## src/rtl/audio_pkg.sv

```systemverilog
// Shared audio-path definitions used by the PDM transmitter and receiver.
package audio_pkg;

   localparam int              SAMPLE_W        = 8;
   localparam logic [7:0]      SILENCE         = 8'h80;
   localparam int              DEFAULT_CLK_DIV = 40;
   localparam int              DEFAULT_OSR     = 64;

   typedef enum logic {
      IDLE = 1'b0,
      RUN  = 1'b1
   } state_t;

endpackage

```

## src/rtl/audio_sample_fifo.sv

```systemverilog
// Synchronous sample FIFO with a first-word fall-through head and registered occupancy.
module audio_sample_fifo #(
   parameter int DEPTH = 16,
   parameter int WIDTH = 8
) (
   input  logic                     clk,
   input  logic                     reset,
   input  logic                     push,
   input  logic                     pop,
   input  logic [WIDTH-1:0]         din,
   output logic [WIDTH-1:0]         head,
   output logic                     full,
   output logic                     empty,
   output logic [$clog2(DEPTH):0]   count
);

   localparam int                 PTR_W      = $clog2(DEPTH);
   localparam logic [PTR_W:0]     FULL_COUNT = (PTR_W + 1)'(DEPTH);

   logic [WIDTH-1:0] mem [DEPTH];
   logic [PTR_W-1:0] wr_ptr;
   logic [PTR_W-1:0] rd_ptr;
   logic             push_ok;
   logic             pop_ok;

   assign full    = (count == FULL_COUNT);
   assign empty   = (count == '0);
   assign push_ok = push && !full;
   assign pop_ok  = pop && !empty;
   assign head    = mem[rd_ptr];

   // NOTE: storage has no reset; the pointers and count alone define which entries are valid.
   always_ff @(posedge clk) begin
      if (push_ok) begin
         mem[wr_ptr] <= din;
      end
   end

   // Pointers wrap naturally because DEPTH is a power of two.
   always_ff @(posedge clk) begin
      if (reset) begin
         wr_ptr <= '0;
         rd_ptr <= '0;
         count  <= '0;
      end else begin
         if (push_ok) begin
            wr_ptr <= wr_ptr + 1'b1;
         end
         if (pop_ok) begin
            rd_ptr <= rd_ptr + 1'b1;
         end
         case ({push_ok, pop_ok})
            2'b10:   count <= count + 1'b1;
            2'b01:   count <= count - 1'b1;
            default: count <= count;
         endcase
      end
   end

endmodule

```

## src/rtl/pdm_audio_tx.sv

```systemverilog
// PCM-to-PDM playback: sample FIFO feeding a first-order sigma-delta modulator.
module pdm_audio_tx
   import audio_pkg::*;
#(
   parameter int CLK_DIV    = DEFAULT_CLK_DIV,
   parameter int OSR        = DEFAULT_OSR,
   parameter int FIFO_DEPTH = 16
) (
   input  logic                          clk,
   input  logic                          reset,
   input  logic                          enable,
   input  logic [SAMPLE_W-1:0]           dataIn,
   input  logic                          dataValid,
   output logic                          dataAccept,
   output logic                          AUDIO_PWM,
   output logic                          AUDIO_SD,
   output logic                          underrun,
   output logic [$clog2(FIFO_DEPTH):0]   fifoCount
);

   localparam int               DIV_W    = $clog2(CLK_DIV);
   localparam int               BIT_W    = $clog2(OSR);
   localparam logic [DIV_W-1:0] DIV_LAST = DIV_W'(CLK_DIV - 1);
   localparam logic [BIT_W-1:0] BIT_LAST = BIT_W'(OSR - 1);

   state_t              state;
   state_t              next_state;
   logic [DIV_W-1:0]    div_cnt;
   logic [BIT_W-1:0]    bit_cnt;
   logic [SAMPLE_W-1:0] acc;
   logic [SAMPLE_W-1:0] cur_sample;
   logic [SAMPLE_W:0]   sum;
   logic                tick;
   logic                load;
   logic                fifo_full;
   logic                fifo_empty;
   logic [SAMPLE_W-1:0] fifo_head;

   audio_sample_fifo #(
      .DEPTH (FIFO_DEPTH),
      .WIDTH (SAMPLE_W)
   ) u_fifo (
      .clk   (clk),
      .reset (reset),
      .push  (dataValid),
      .pop   (load),
      .din   (dataIn),
      .head  (fifo_head),
      .full  (fifo_full),
      .empty (fifo_empty),
      .count (fifoCount)
   );

   assign dataAccept = !fifo_full;
   assign tick       = (state == RUN) && (div_cnt == DIV_LAST);
   assign sum        = {1'b0, acc} + {1'b0, cur_sample};

   // NOTE: every output of this block gets a default first so no path leaves it unassigned (no latch).
   always_comb begin
      next_state = state;
      load       = 1'b0;
      case (state)
         IDLE: begin
            if (enable) begin
               next_state = RUN;
               load       = 1'b1;
            end
         end
         RUN: begin
            if (!enable) begin
               next_state = IDLE;
            end else if (tick && (bit_cnt == BIT_LAST)) begin
               load = 1'b1;
            end
         end
         default: next_state = IDLE;
      endcase
   end

   // NOTE: all state updates use non-blocking assignments so every register sees pre-edge values.
   always_ff @(posedge clk) begin
      if (reset) begin
         state      <= IDLE;
         div_cnt    <= '0;
         bit_cnt    <= '0;
         acc        <= '0;
         cur_sample <= SILENCE;
         AUDIO_PWM  <= 1'b0;
         AUDIO_SD   <= 1'b0;
         underrun   <= 1'b0;
      end else begin
         state    <= next_state;
         AUDIO_SD <= (next_state == RUN);
         underrun <= load && fifo_empty;

         if ((state == RUN) && (next_state == RUN)) begin
            div_cnt <= tick ? '0 : div_cnt + 1'b1;
            if (tick) begin
               bit_cnt   <= (bit_cnt == BIT_LAST) ? '0 : bit_cnt + 1'b1;
               acc       <= sum[SAMPLE_W-1:0];
               AUDIO_PWM <= sum[SAMPLE_W];
            end
         end else begin
            // Idle, entering RUN or leaving it: modulator restarts from a clean phase.
            div_cnt   <= '0;
            bit_cnt   <= '0;
            acc       <= '0;
            AUDIO_PWM <= 1'b0;
         end

         // The last tick of a sample still modulates the old value; the new one takes over after.
         if (load) begin
            cur_sample <= fifo_empty ? SILENCE : fifo_head;
         end
      end
   end

endmodule

```

## config.mk

```make
export PLATFORM = sky130hd
export DESIGN_NAME = pdm_audio_tx
export DESIGN_NICKNAME = d
export VERILOG_FILES = /design/src/rtl/audio_pkg.sv /design/src/rtl/audio_sample_fifo.sv /design/src/rtl/pdm_audio_tx.sv
export SDC_FILE = /design/constraint.sdc
export NUM_CORES = 1
export LEC_CHECK = 0
export ABC_AREA = 1
export CORE_UTILIZATION = 28
export CTS_BUF_LIST = sky130_fd_sc_hd__clkbuf_16
export DETAILED_ROUTE_END_ITERATION = 7
export PLACE_DENSITY_LB_ADDON = 0.15
export SETUP_SLACK_MARGIN = 0.02
export SYNTH_ARGS = -nofsm -noshare
export SYNTH_HDL_FRONTEND = slang
export SYNTH_SLANG_ARGS = --single-unit
```

## constraint.sdc

```tcl
create_clock -name clk -period 5.4 [get_ports clk]
set_input_delay 0.81 -clock clk [delete_from_list [all_inputs] [get_ports clk]]
set_output_delay 0.81 -clock clk [all_outputs]
set_load 0.02 [all_outputs]
```

==> impl.org <==
** Status
- Run status :: completed

** Synth
- The netlist uses 37 different library cells.
- Post-Synthesis Net Count :: 686
- Total of warnings raised by yosys :: 0
- Synthesized area :: 7368 µm²
- Synthesis handed over a netlist of 655 instances.
- In the post-synthesis netlist, the cell with the most instances is sky130_fd_sc_hd__edfxtp_1.
- Area share of the leading cell type in the synthesized netlist :: 52.17%
- The share of the Yosys chip area taken by registers is 65.21%.
- In the synthesized netlist the dominant register cell turns out to be sky130_fd_sc_hd__edfxtp_1.
- Register bit count reported by yosys :: 176
- Syn_area_per_cell :: 11.25 µm²
- The largest total area in the synthesized netlist belongs to sky130_fd_sc_hd__edfxtp_1.
- After synthesis, the share of flip-flops with an asynchronous set or reset is 0%.
- Top cells by count, synth :: sky130_fd_sc_hd__edfxtp_1, sky130_fd_sc_hd__nor2_1, sky130_fd_sc_hd__nand2_1
- In this run, synthesis inferred 128 flip-flops with an integrated enable.
- In the post-synthesis netlist, the biggest area contributors are sky130_fd_sc_hd__edfxtp_1, sky130_fd_sc_hd__dfxtp_1, sky130_fd_sc_hd__nor2_1, sky130_fd_sc_hd__o21ai_0, sky130_fd_sc_hd__nand2_1.

** Critical path
- STA classifies the critical path endpoint as a flip-flop.
- Dominant cell type by count on the critical path :: sky130_fd_sc_hd__nand2_4
- Of all nets on the critical path, the largest fanout is 14.
- Kind of critical path :: flip-flop to flip-flop
- Critical path cell sequence :: ha_1 > nand3_2 > nor2_4 > nand2_4 > nand2_4 > nand2_4 > nor2_4 > ha_1 > xnor2_1 > nor3_1 > nor2_1 > o21ai_1 > or2_2 > nand3_1 > nand2_1 > inv_1
- Data on the critical path arrives at its endpoint at 3.33 ns.
- Slowest cell on crit path :: sky130_fd_sc_hd__dfxtp_1
- Delay of the slowest cell on the worst path :: 0.37 ns
- Required time of the critical path :: 5.78 ns
- STA classifies the critical path startpoint as a flip-flop.

** Timing
- Slew at the pin with the worst max-slew slack :: 0.9856 ns
- In the final timing run, aggregate negative setup slack is 0 ns.
- Achievable Freq :: 339.3 MHz
- Slew Viols, Final :: 0
- Setup repair after global routing left no endpoint under its margin.
- Min cycle time layout :: 2.948 ns
- Headroom to the max-slew limit came out at 34.05%.
- The final hold violation count is 0.
- Share of the clock period used by the worst path after layout :: 54.58%
- Setup violations remaining at the end of the flow were counted as 0.
- Worst-case clock skew :: 0.01353 ns

** Pwr
- Across the VDD grid, the largest voltage drop is 0.2104 mV.
- Of the total power, the clock network draws 35.5%.
- Net switching is 31.75% of the power.
- In this run, the combinational gates consume 20.5% of the power.
- Total power per unit cell area :: 417.2 nW/µm²
- Sequential cells account for 43.9% of the total power.
- Leak :: 0.002898 µW
- Int Pwr :: 2427 µW
- Power dissipated by switching net loads :: 1129 µW

** CTS
- Clk sink count :: 176
- The H-tree generated during clock tree synthesis spans 4 levels.
- Clock-pin slew was measured on the worst setup and hold paths at 0.08 ns.
- Number of CTS-inserted buffers :: 17
- Gates resized, CTS repair :: 0
- Once the clock tree was built, the setup fixing pass inserted 0 buffers.
- Clock tree synthesis selected as its root buffer the cell sky130_fd_sc_hd__clkbuf_16.
- The number of hold buffers added after CTS was 0.
- Clock latency on the worst-skew pair :: 0.44 ns
- TritonCTS built the clock tree.
- Clock buffer depth :: 2

** Global routing
- Entering global routing, the biggest net connects 65 pins.
- In the global route stage, overall resource usage came out at 13.65%.
- Summed over all layers, the global routing overflow is 0.
- The first global-routing pass estimated 27.03 mm of wire.
- Vias in the first global route :: 4741
- Antenna violations before repair :: 0

** Floorplan
- Row count :: 59
- DIE WIDTH :: 164.2 µm
- For this design the top-level I/O count stands at 21.
- The die is 164.2 µm tall.
- For this configuration, the core starts out at a cell density of 28.44%.
- Area enclosed by the die boundary :: 26970 µm²
- Core region area :: 25910 µm²

** Detailed routing
- Vias after detailed routing :: 4769
- Detailed-route wire length per cell :: 16.92 µm
- After the first detailed-routing iteration, the DRC count stood at 411.
- The first detailed-routing pass took 5 iterations.
- After detailed routing, the number of vias per cell comes to 4.680.
- DRC violations left :: 0
- The routed design has 17.24 mm of wire.
- Number of nets with antenna violations after routing :: 0

** Placement
- The congestion estimate from routability-driven global placement came to 0.7550.
- Summing all placed instances gives a cell area of 7910 µm².
- Detailed placer's ending HPWL :: 11.08 mm
- Port buffering added 20 buffers.
- Placed insts :: 987

** Job
- Across the run, the number of max-cap violations was 0.

** Layout
- The sequential cells in the finished layout cover a total of 4807 µm².
- The net count of the finished layout is 702.
- Fraction of final layout cells sized beyond drive strength 1 :: 7.310%
- Post-route cell area :: 8524 µm²
- Final Non-Filler Cells :: 1019
- The multi-input combinational cells in the finished layout cover a total of 2281 µm².
- Number of fill cells :: 2573
- From synthesis to final layout, the design area changed by 15.69%.
- 0 antenna diodes ended up in the layout.
- Final core utilization :: 32.90%

** Min path
- Type of the most critical hold path :: flip-flop to flip-flop
state kept, by name, indices dropped and copies added, names as in the netlist, named ones only:
register	flops
acc	8
u_fifo.count	5
bit_cnt	6
cur_sample	8
u_fifo.wr_ptr	4
div_cnt	6
state	1
u_fifo.mem	128
u_fifo.rd_ptr	4
AUDIO_PWM	1
underrun	1
cell type report:
| class | count | area share (%) |
|---|---|---|
| sequential | 176 | 56.39 |
| multi-input combinational | 406 | 26.76 |
| clock buffer | 17 | 4.990 |
| tap | 335 | 4.917 |
| timing repair buffer | 24 | 2.701 |
| clock inverter | 15 | 2.216 |
| inverter | 46 | 2.026 |
cells in the final DEF, fill, tap and decap left out, types with 2 or more instances in the layout:
master / Yosys / final
sky130_fd_sc_hd__o32ai_1: 15 / 15
sky130_fd_sc_hd__nand2_1: 66 / 66
sky130_fd_sc_hd__nand2_4: 3 / 3
sky130_fd_sc_hd__nand3_2: 2 / 2
sky130_fd_sc_hd__o211ai_1: 2 / 2
sky130_fd_sc_hd__clkbuf_16: 0 / 17
sky130_fd_sc_hd__clkdlybuf4s50_1: 0 / 20
sky130_fd_sc_hd__edfxtp_1: 128 / 128
sky130_fd_sc_hd__clkinv_4: 0 / 2
sky130_fd_sc_hd__xnor2_1: 7 / 7
sky130_fd_sc_hd__o21ai_0: 65 / 65
sky130_fd_sc_hd__clkinv_8: 0 / 4
sky130_fd_sc_hd__xor2_1: 5 / 5
sky130_fd_sc_hd__inv_1: 45 / 45
sky130_fd_sc_hd__a21oi_1: 30 / 30
sky130_fd_sc_hd__o221ai_1: 15 / 15
sky130_fd_sc_hd__dfxtp_2: 0 / 2
sky130_fd_sc_hd__buf_4: 0 / 4
sky130_fd_sc_hd__ha_1: 18 / 18
sky130_fd_sc_hd__mux2i_1: 16 / 16
sky130_fd_sc_hd__nand4_1: 3 / 3
sky130_fd_sc_hd__inv_8: 0 / 4
sky130_fd_sc_hd__nor2_1: 111 / 111
sky130_fd_sc_hd__a211oi_1: 2 / 2
sky130_fd_sc_hd__nand3_1: 25 / 25
sky130_fd_sc_hd__nor3_1: 6 / 6
sky130_fd_sc_hd__o22ai_1: 2 / 2
sky130_fd_sc_hd__dfxtp_1: 48 / 46
sky130_fd_sc_hd__nor2_4: 2 / 2
sky130_fd_sc_hd__inv_6: 0 / 3
cells by family (layout without fill, tap and decap cells):
kind of cell | after synthesis | count (layout) | synth area share (%)
AND/OR/NAND/NOR | 223 | 223 | 12.94
flip-flops | 176 | 176 | 65.21
AO/OA/AOI/OAI | 136 | 136 | 11.09
buffers and inverters | 73 | 102 | 3.838
adder cells (fa/ha/maj) | 19 | 19 | 3.328
multiplexers | 16 | 16 | 2.173
XOR/XNOR | 12 | 12 | 1.426
power groups by stage:
stage	sequential (µW)	combinational (µW)	clock, µW
6_report	1560	730	1260
5_1_grt	1570	820	1340
4_1_cts	1560	746	1290
3_5_place_dp	1590	743	0
3_3_place_gp	1590	739	0
2_1_floorplan	1600	480	0
final timing paths:
| path | from | endpoint | slack (ns) | depth (start not counted) |
|---|---|---|---|---|
| max reg2reg | div_cnt[0]$_SDFF_PP0_ | u_fifo.count[3]$_SDFFE_PP0P_ | 2.45 | 16 |
| max | div_cnt[0]$_SDFF_PP0_ | u_fifo.count[3]$_SDFFE_PP0P_ | 2.45 | 16 |
| min reg2reg | bit_cnt[5]$_SDFFE_PP0P_ | bit_cnt[5]$_SDFFE_PP0P_ | 0.47 | 2 |
| min | bit_cnt[5]$_SDFFE_PP0P_ | bit_cnt[5]$_SDFFE_PP0P_ | 0.47 | 2 |
metrics by stage:
step,setup WS (ns),hold slack (ns),total power (µW)
detailed placement,2.244,0.4554,2337
floorplan,2.838,0.4303,2079
global placement,2.298,0.4457,2331
finish,2.452,0.4665,3556
global route,2.117,0.4866,3731
CTS,2.438,0.4702,3601
metal layers:
layer	track usage, %	wire length (µm)	vias to the layer above
li1	-	-	2355
met1	17.02	7858	2333
met2	23.28	8674	67
met3	2.904	478	14
met4	4.672	227	0
met5	0	0	-
critical path: cells and delay by family (launching register included):
| kind | cells | cell delay (ns) |
|---|---|---|
| compound gates | 1 | 0.08 |
| xor+xnor | 1 | 0.25 |
| fa+ha+maj | 2 | 0.57 |
| buf+inv | 1 | 0.04 |
| flops | 1 | 0.37 |
| simple gates | 11 | 1.57 |
(Power assumes the default switching activity.)
